### config.mk
export PLATFORM = sky130hd
export DESIGN_NAME = abc_operand_loader
export DESIGN_NICKNAME = d
export VERILOG_FILES = /design/src/rtl/abc_pkg.sv /design/src/rtl/abc_frame_counter.sv /design/src/rtl/abc_operand_loader.sv
export SDC_FILE = /design/constraint.sdc
export NUM_CORES = 1
export LEC_CHECK = 0
export ABC_AREA = 0
export BUFFER_PORTS_ARGS = -buffer_cell sky130_fd_sc_hd__buf_2
export CORE_MARGIN = 2
export CORE_UTILIZATION = 28
export CTS_BUF_LIST = sky130_fd_sc_hd__clkbuf_2
export CTS_CLUSTER_DIAMETER = 120
export DETAILED_ROUTE_END_ITERATION = 10
export GPL_TIMING_DRIVEN = 0
export HOLD_SLACK_MARGIN = 0.15
export PLACE_DENSITY = 0.59
export SLEW_MARGIN = 30
export SYNTH_ARGS = -nofsm -noshare
export SYNTH_HDL_FRONTEND = slang
export SYNTH_SLANG_ARGS = --single-unit
### constraint.sdc
create_clock -name clk -period 4.45 [get_ports clk]
set_clock_uncertainty 0.1 [all_clocks]
set_input_delay 0.445 -clock clk [delete_from_list [all_inputs] [get_ports clk]]
set_output_delay 0.445 -clock clk [all_outputs]
set_load 0.02 [all_outputs]
### src/rtl/abc_pkg.sv
// abc_pkg: shared state encoding, frame length and default width for the a/b/c operand loader.
// CHECKSUM_EN adds the GOT_C state and a fourth (checksum) byte per frame.
package abc_pkg;
    localparam int ABC_DATA_W = 8;
    localparam logic [2:0] ST_IDLE  = 3'd0;
    localparam logic [2:0] ST_GOT_A = 3'd1;
    localparam logic [2:0] ST_GOT_B = 3'd2;
    localparam logic [2:0] ST_HOLD  = 3'd4;
`ifdef CHECKSUM_EN
    localparam logic [2:0] ST_GOT_C = 3'd3;
    localparam int ABC_FRAME_LEN = 4;
    typedef enum logic [2:0] {
        IDLE  = ST_IDLE,
        GOT_A = ST_GOT_A,
        GOT_B = ST_GOT_B,
        GOT_C = ST_GOT_C,
        HOLD  = ST_HOLD
    } state_t;
`else
    localparam int ABC_FRAME_LEN = 3;
    typedef enum logic [2:0] {
        IDLE  = ST_IDLE,
        GOT_A = ST_GOT_A,
        GOT_B = ST_GOT_B,
        HOLD  = ST_HOLD
    } state_t;
`endif
endpackage

### src/rtl/abc_frame_counter.sv
// abc_frame_counter: counts completed frame handoffs, wrapping modulo 2**CNT_W.
module abc_frame_counter #(
    parameter int CNT_W = 16
) (
    input  logic             clk,
    input  logic             rst_n,
    input  logic             inc,
    output logic [CNT_W-1:0] cnt
);
    always_ff @(posedge clk or negedge rst_n)
        if (!rst_n)
            cnt <= '0;
        else if (inc)
            cnt <= cnt + 1'b1;
endmodule

### src/rtl/abc_operand_loader.sv
// abc_operand_loader: assembles a byte stream into a held {a,b,c} frame and counts handoffs.
// Define CHECKSUM_EN to require a fourth byte equal to a^b^c before the frame is offered.
module abc_operand_loader
    import abc_pkg::*;
#(
    parameter int DATA_W = ABC_DATA_W,
    parameter int CNT_W  = 16
) (
    input  logic              clk,
    input  logic              rst_n,
    input  logic [DATA_W-1:0] in_data,
    input  logic              in_valid,
    input  logic              in_sof,
    output logic              in_ready,
    output logic [DATA_W-1:0] a,
    output logic [DATA_W-1:0] b,
    output logic [DATA_W-1:0] c,
    output logic              abc_valid,
    input  logic              abc_ready,
    output logic [CNT_W-1:0]  frame_cnt,
    output logic              err
);
    state_t state;
    logic   take;
    logic   handoff;

    assign take    = in_valid & in_ready;
    assign handoff = abc_valid & abc_ready;

    always_ff @(posedge clk or negedge rst_n) begin
        if (!rst_n) begin
            state     <= IDLE;
            a         <= '0;
            b         <= '0;
            c         <= '0;
            abc_valid <= 1'b0;
            in_ready  <= 1'b1;
            err       <= 1'b0;
        end else begin
            err <= 1'b0;
            if (take) begin
                // an SOF byte anywhere restarts the frame; mid-frame it also flags the discard
                if (in_sof) begin
                    a     <= in_data;
                    state <= GOT_A;
                    err   <= (state != IDLE);
                end else begin
                    case (state)
                        GOT_A: begin
                            b     <= in_data;
                            state <= GOT_B;
                        end
                        GOT_B: begin
                            c <= in_data;
`ifdef CHECKSUM_EN
                            state <= GOT_C;
`else
                            state     <= HOLD;
                            abc_valid <= 1'b1;
                            in_ready  <= 1'b0;
`endif
                        end
`ifdef CHECKSUM_EN
                        GOT_C: begin
                            if (in_data == (a ^ b ^ c)) begin
                                state     <= HOLD;
                                abc_valid <= 1'b1;
                                in_ready  <= 1'b0;
                            end else begin
                                state <= IDLE;
                                err   <= 1'b1;
                            end
                        end
`endif
                        default: ;
                    endcase
                end
            end
            if (handoff) begin
                state     <= IDLE;
                abc_valid <= 1'b0;
                in_ready  <= 1'b1;
            end
        end
    end

    abc_frame_counter #(.CNT_W(CNT_W)) u_frame_counter (
        .clk   (clk),
        .rst_n (rst_n),
        .inc   (handoff),
        .cnt   (frame_cnt)
    );
endmodule

==> reports/results.md <==
| Parameter | This run | Unit |
| --- | --- | --- |
| First-pass detailed-route iteration total | 4 | - |
| Yosys warns | 0 | - |
| Count of buffers from port buffering | 55 | - |
| Global-route wire length before repair | 6.403 | mm |
| Die boundary width | 85.60 | um |
| Critical path data arrival time | 2.28 | ns |
| Max-slew violation count | 0 | - |
| Growth of design area from synthesis to finish | 24.83 | % |
| Maximum Capacitance Violations | 0 | - |
| Type of element capturing the critical path | flip-flop | - |
| Maximum ir drop on the vdd rail | 140.0 | uV |
| Endpoints failing hold | 0 | - |
| Count of different cell masters after synthesis | 27 | - |
| Summed instance area of the synthesized netlist | 0.001864 | mm2 |
| Die boundary height | 85.60 | um |
| Relative max-transition margin | 61.45 | % |
| CP startpoint kind | input port | - |
| Result of the run | completed | - |
| Floorplan die area | 0.007327 | mm2 |
| Floorplan core area | 0.006386 | mm2 |
| Number of enable flip-flop cells after synthesis | 0 | - |
| Final HPWL from detailed placement | 2.586 | mm |
| Fmax | 493.1 | MHz |
| Top cells by area, synth | sky130_fd_sc_hd__dfrtp_1 (60%), sky130_fd_sc_hd__mux2_2 (10%), sky130_fd_sc_hd__mux2_4 (6.4%), sky130_fd_sc_hd__xnor2_1 (6.1%), sky130_fd_sc_hd__nand3_1 (2.1%) | - |
| Inserted Clock Buffers | 5 | - |
| Pin count of the biggest net entering global routing | 47 | - |
| CTS tree | yes | - |
| Number of global-route vias before repair | 1,282 | - |
| Placer congestion estimate | 0.7610 | - |
| Antenna Diode Count | 0 | - |
| Average instance area after synthesis | 14.12 | um2 |
| Family with the most delay on the worst path | buffers and inverters | - |
| Leakage component of the power | 0.001295 | uW |
| Area leader, netlist | sky130_fd_sc_hd__dfrtp_1 | - |
| Endpoint required time on the critical path | 4.71 | ns |
| Most frequent cells after synthesis | sky130_fd_sc_hd__dfrtp_1 (45), sky130_fd_sc_hd__mux2_2 (17), sky130_fd_sc_hd__xnor2_1 (13) | - |
| Measured slew at the worst slew-check pin | 0.5782 | ns |
| Area share of the largest cell type after synthesis | 60.40 | % |
| Cell Rows | 29 | - |
| Post-layout instance area | 0.002327 | mm2 |
| Wirelength, routed | 3.676 | mm |
| Top-level port count | 56 | - |
| Tcrit/Tclk final | 45.57 | % |
| Kind of critical path | input port to flip-flop | - |
| Fill cell count | 647 | - |
| Type of the worst min-delay path | input port to flip-flop | - |
| Leading register cell type out of synthesis | sky130_fd_sc_hd__dfrtp_1 | - |
| Clock sink total | 46 | - |
| Initial DRC count | 24 | - |
| Combined global-route utilization of all metal layers | 10.87 | % |
| H-Tree Level Count | 2 | - |
| Maximum net fanout on the critical path | 7 | - |
| Clock slew at reported path FFs | 0.23 | ns |
| Final TNS setup | 0 | ns |
| Peak per-stage delay on the critical path | 0.57 | ns |
| Buf+Inv Stages, Crit Path | 4 | - |
| Vias post-DR | 1,283 | - |
| Number of antenna violations at the first check in global routing | 0 | - |
| Area occupied by multi-input gates | 696.9 | um2 |
| Clock root buffer | sky130_fd_sc_hd__clkbuf_2 | - |
| Total cell area at the placement stage | 0.002238 | mm2 |
| Total grt overflow | 0 | - |
| Post-synth net total | 146 | - |
| Sequential element share of the synthesized area | 61.81 | % |
| Average routed wire per standard cell | 13.27 | um |
| Initial cell density of the core | 29.19 | % |
| Antenna-violating nets left | 0 | - |
| Clock insertion delay at the later pin of the skew report | 0.39 | ns |
| Flip-flop and latch count after synthesis | 46 | - |
| Post-CTS Setup Repair Bufs | 0 | - |
| Gates resized, CTS repair | 0 | - |
| Period minus WS final | 2.028 | ns |
| Most frequently used cell type in the post-synthesis netlist | sky130_fd_sc_hd__dfrtp_1 | - |
| CTS max path bufs | 2 | - |
| Cell count after synthesis | 132 | - |
| Post-synthesis async set-or-reset flop share | 100.0 | % |
| Layout cell share with drive strength beyond 1 | 44.50 | % |
| Most used cell along the critical path | sky130_fd_sc_hd__dlygate4sd3_1 | - |
| Via-to-Cell Ratio | 4.632 | - |
| Power density cells | 259.2 | mW/mm2 |
| Standard cell with the maximum stage delay on the critical path | sky130_fd_sc_hd__dlygate4sd3_1 | - |
| Count of unresolved DRC violations after routing | 0 | - |
| Setup repair after global routing missed its margin | false | - |
| Storage cell area | 0.001152 | mm2 |
| Net total in the final layout | 213 | - |
| Cells traversed along the worst timing path | dlygate4sd3_1 -> buf_2 -> and2_1 -> clkbuf_1 -> a311oi_1 -> dlygate4sd3_1 | - |
| Number of setup violations in the final report | 0 | - |
-- report_power, final --
group / leakage (uW) / switching, uW / internal [uW]
Sequential: 0.000639 / 0 / 419
Combinational: 0.000625 / 12.5 / 6.80
Clock: 0.0000304 / 126 / 38.8
Total: 0.00130 / 139 / 464
-- layout by cell type (no fill, tap or decap), types with 2 or more instances in the layout --
| cell | instances |
|---|---|
| sky130_fd_sc_hd__a21oi_1 | 2 |
| sky130_fd_sc_hd__and2_1 | 2 |
| sky130_fd_sc_hd__and4_1 | 3 |
| sky130_fd_sc_hd__buf_2 | 54 |
| sky130_fd_sc_hd__buf_4 | 2 |
| sky130_fd_sc_hd__clkbuf_1 | 2 |
| sky130_fd_sc_hd__clkbuf_2 | 6 |
| sky130_fd_sc_hd__dfrtp_1 | 45 |
| sky130_fd_sc_hd__dlygate4sd3_1 | 5 |
| sky130_fd_sc_hd__mux2_2 | 17 |
| sky130_fd_sc_hd__mux2_4 | 8 |
| sky130_fd_sc_hd__nand2_1 | 9 |
| sky130_fd_sc_hd__nand3_1 | 8 |
| sky130_fd_sc_hd__nand4_1 | 3 |
| sky130_fd_sc_hd__nor2_1 | 2 |
| sky130_fd_sc_hd__nor2b_1 | 2 |
| sky130_fd_sc_hd__nor3_1 | 2 |
| sky130_fd_sc_hd__xnor2_1 | 13 |
| sky130_fd_sc_hd__xor2_1 | 2 |
-- per-stage QoR --
step	hold slack (ns)	power, uW	setup slack (ns)	instances	utilization [%]
final	0.1962	603.3	2.422	277	36.44
after global routing	0.1522	636.7	2.415	277	36.44
after CTS	0.1517	615.0	2.454	276	36.29
after detailed placement	0.3660	443.4	2.577	264	35.05
after global placement	0.3601	443.1	2.605	264	35.01
after floorplan	0.04941	426.6	2.674	132	-
-- state kept, by name, summed over array words and instances (netlist names) --
| register | cells |
|---|---|
| u_frame_counter.cnt | 16 |
| a | 8 |
| b | 8 |
| c | 8 |
| state | 3 |
| abc_valid | 1 |
| err | 1 |
| in_ready | 1 |
-- metal layers --
metal	wire, um	vias to the layer above	track usage, %
met1	1618	637	14.59
met4	0	0	1.732
li1	-	595	-
met2	1739	51	17.33
met5	0	-	0
met3	319	0	3.850
-- path summary, 6_finish.rpt --
check	startpoint	to	slack, ns	cells past startpoint
min	in_data[3]	a[3]	0.20	2
min reg2reg	u_frame_counter.cnt[15]	u_frame_counter.cnt[15]	0.39	1
min in group asynchronous	rst_n	state[2]	0.47	2
max in group asynchronous	rst_n	b[5]	3.39	2
max	abc_ready	state[2]	2.42	6
max reg2reg	in_ready	b[3]	2.62	5
-- repair_timing --
action	CTS	global route
endpoints found under the hold margin	47	1
endpoints found under the setup margin	0	0
hold buffers	4	1
-- logic make-up (layout without fill, tap and decap cells) --
kind of cell             after synthesis  after routing  share of synthesized area (%)
AO/OA/AOI/OAI                          7              7                          2.416
XOR/XNOR                              15             15                          7.047
adder cells (fa/ha/maj)                1              1                         0.6710
buffers and inverters                  3             71                         0.8057
flip-flops                            46             46                          61.81
multiplexers                          26             26                          17.25
AND/OR/NAND/NOR                       34             34                          10.00
-- area by class of cell --
type / instances / area share [%]
tap: 77 / 4.140
multi-input combinational: 83 / 29.95
sequential: 46 / 49.52
timing repair buffer: 60 / 14.09
clock inverter: 2 / 0.3763
buffer: 3 / 0.6452
clock buffer: 6 / 1.290
(Power assumes the default switching activity.)
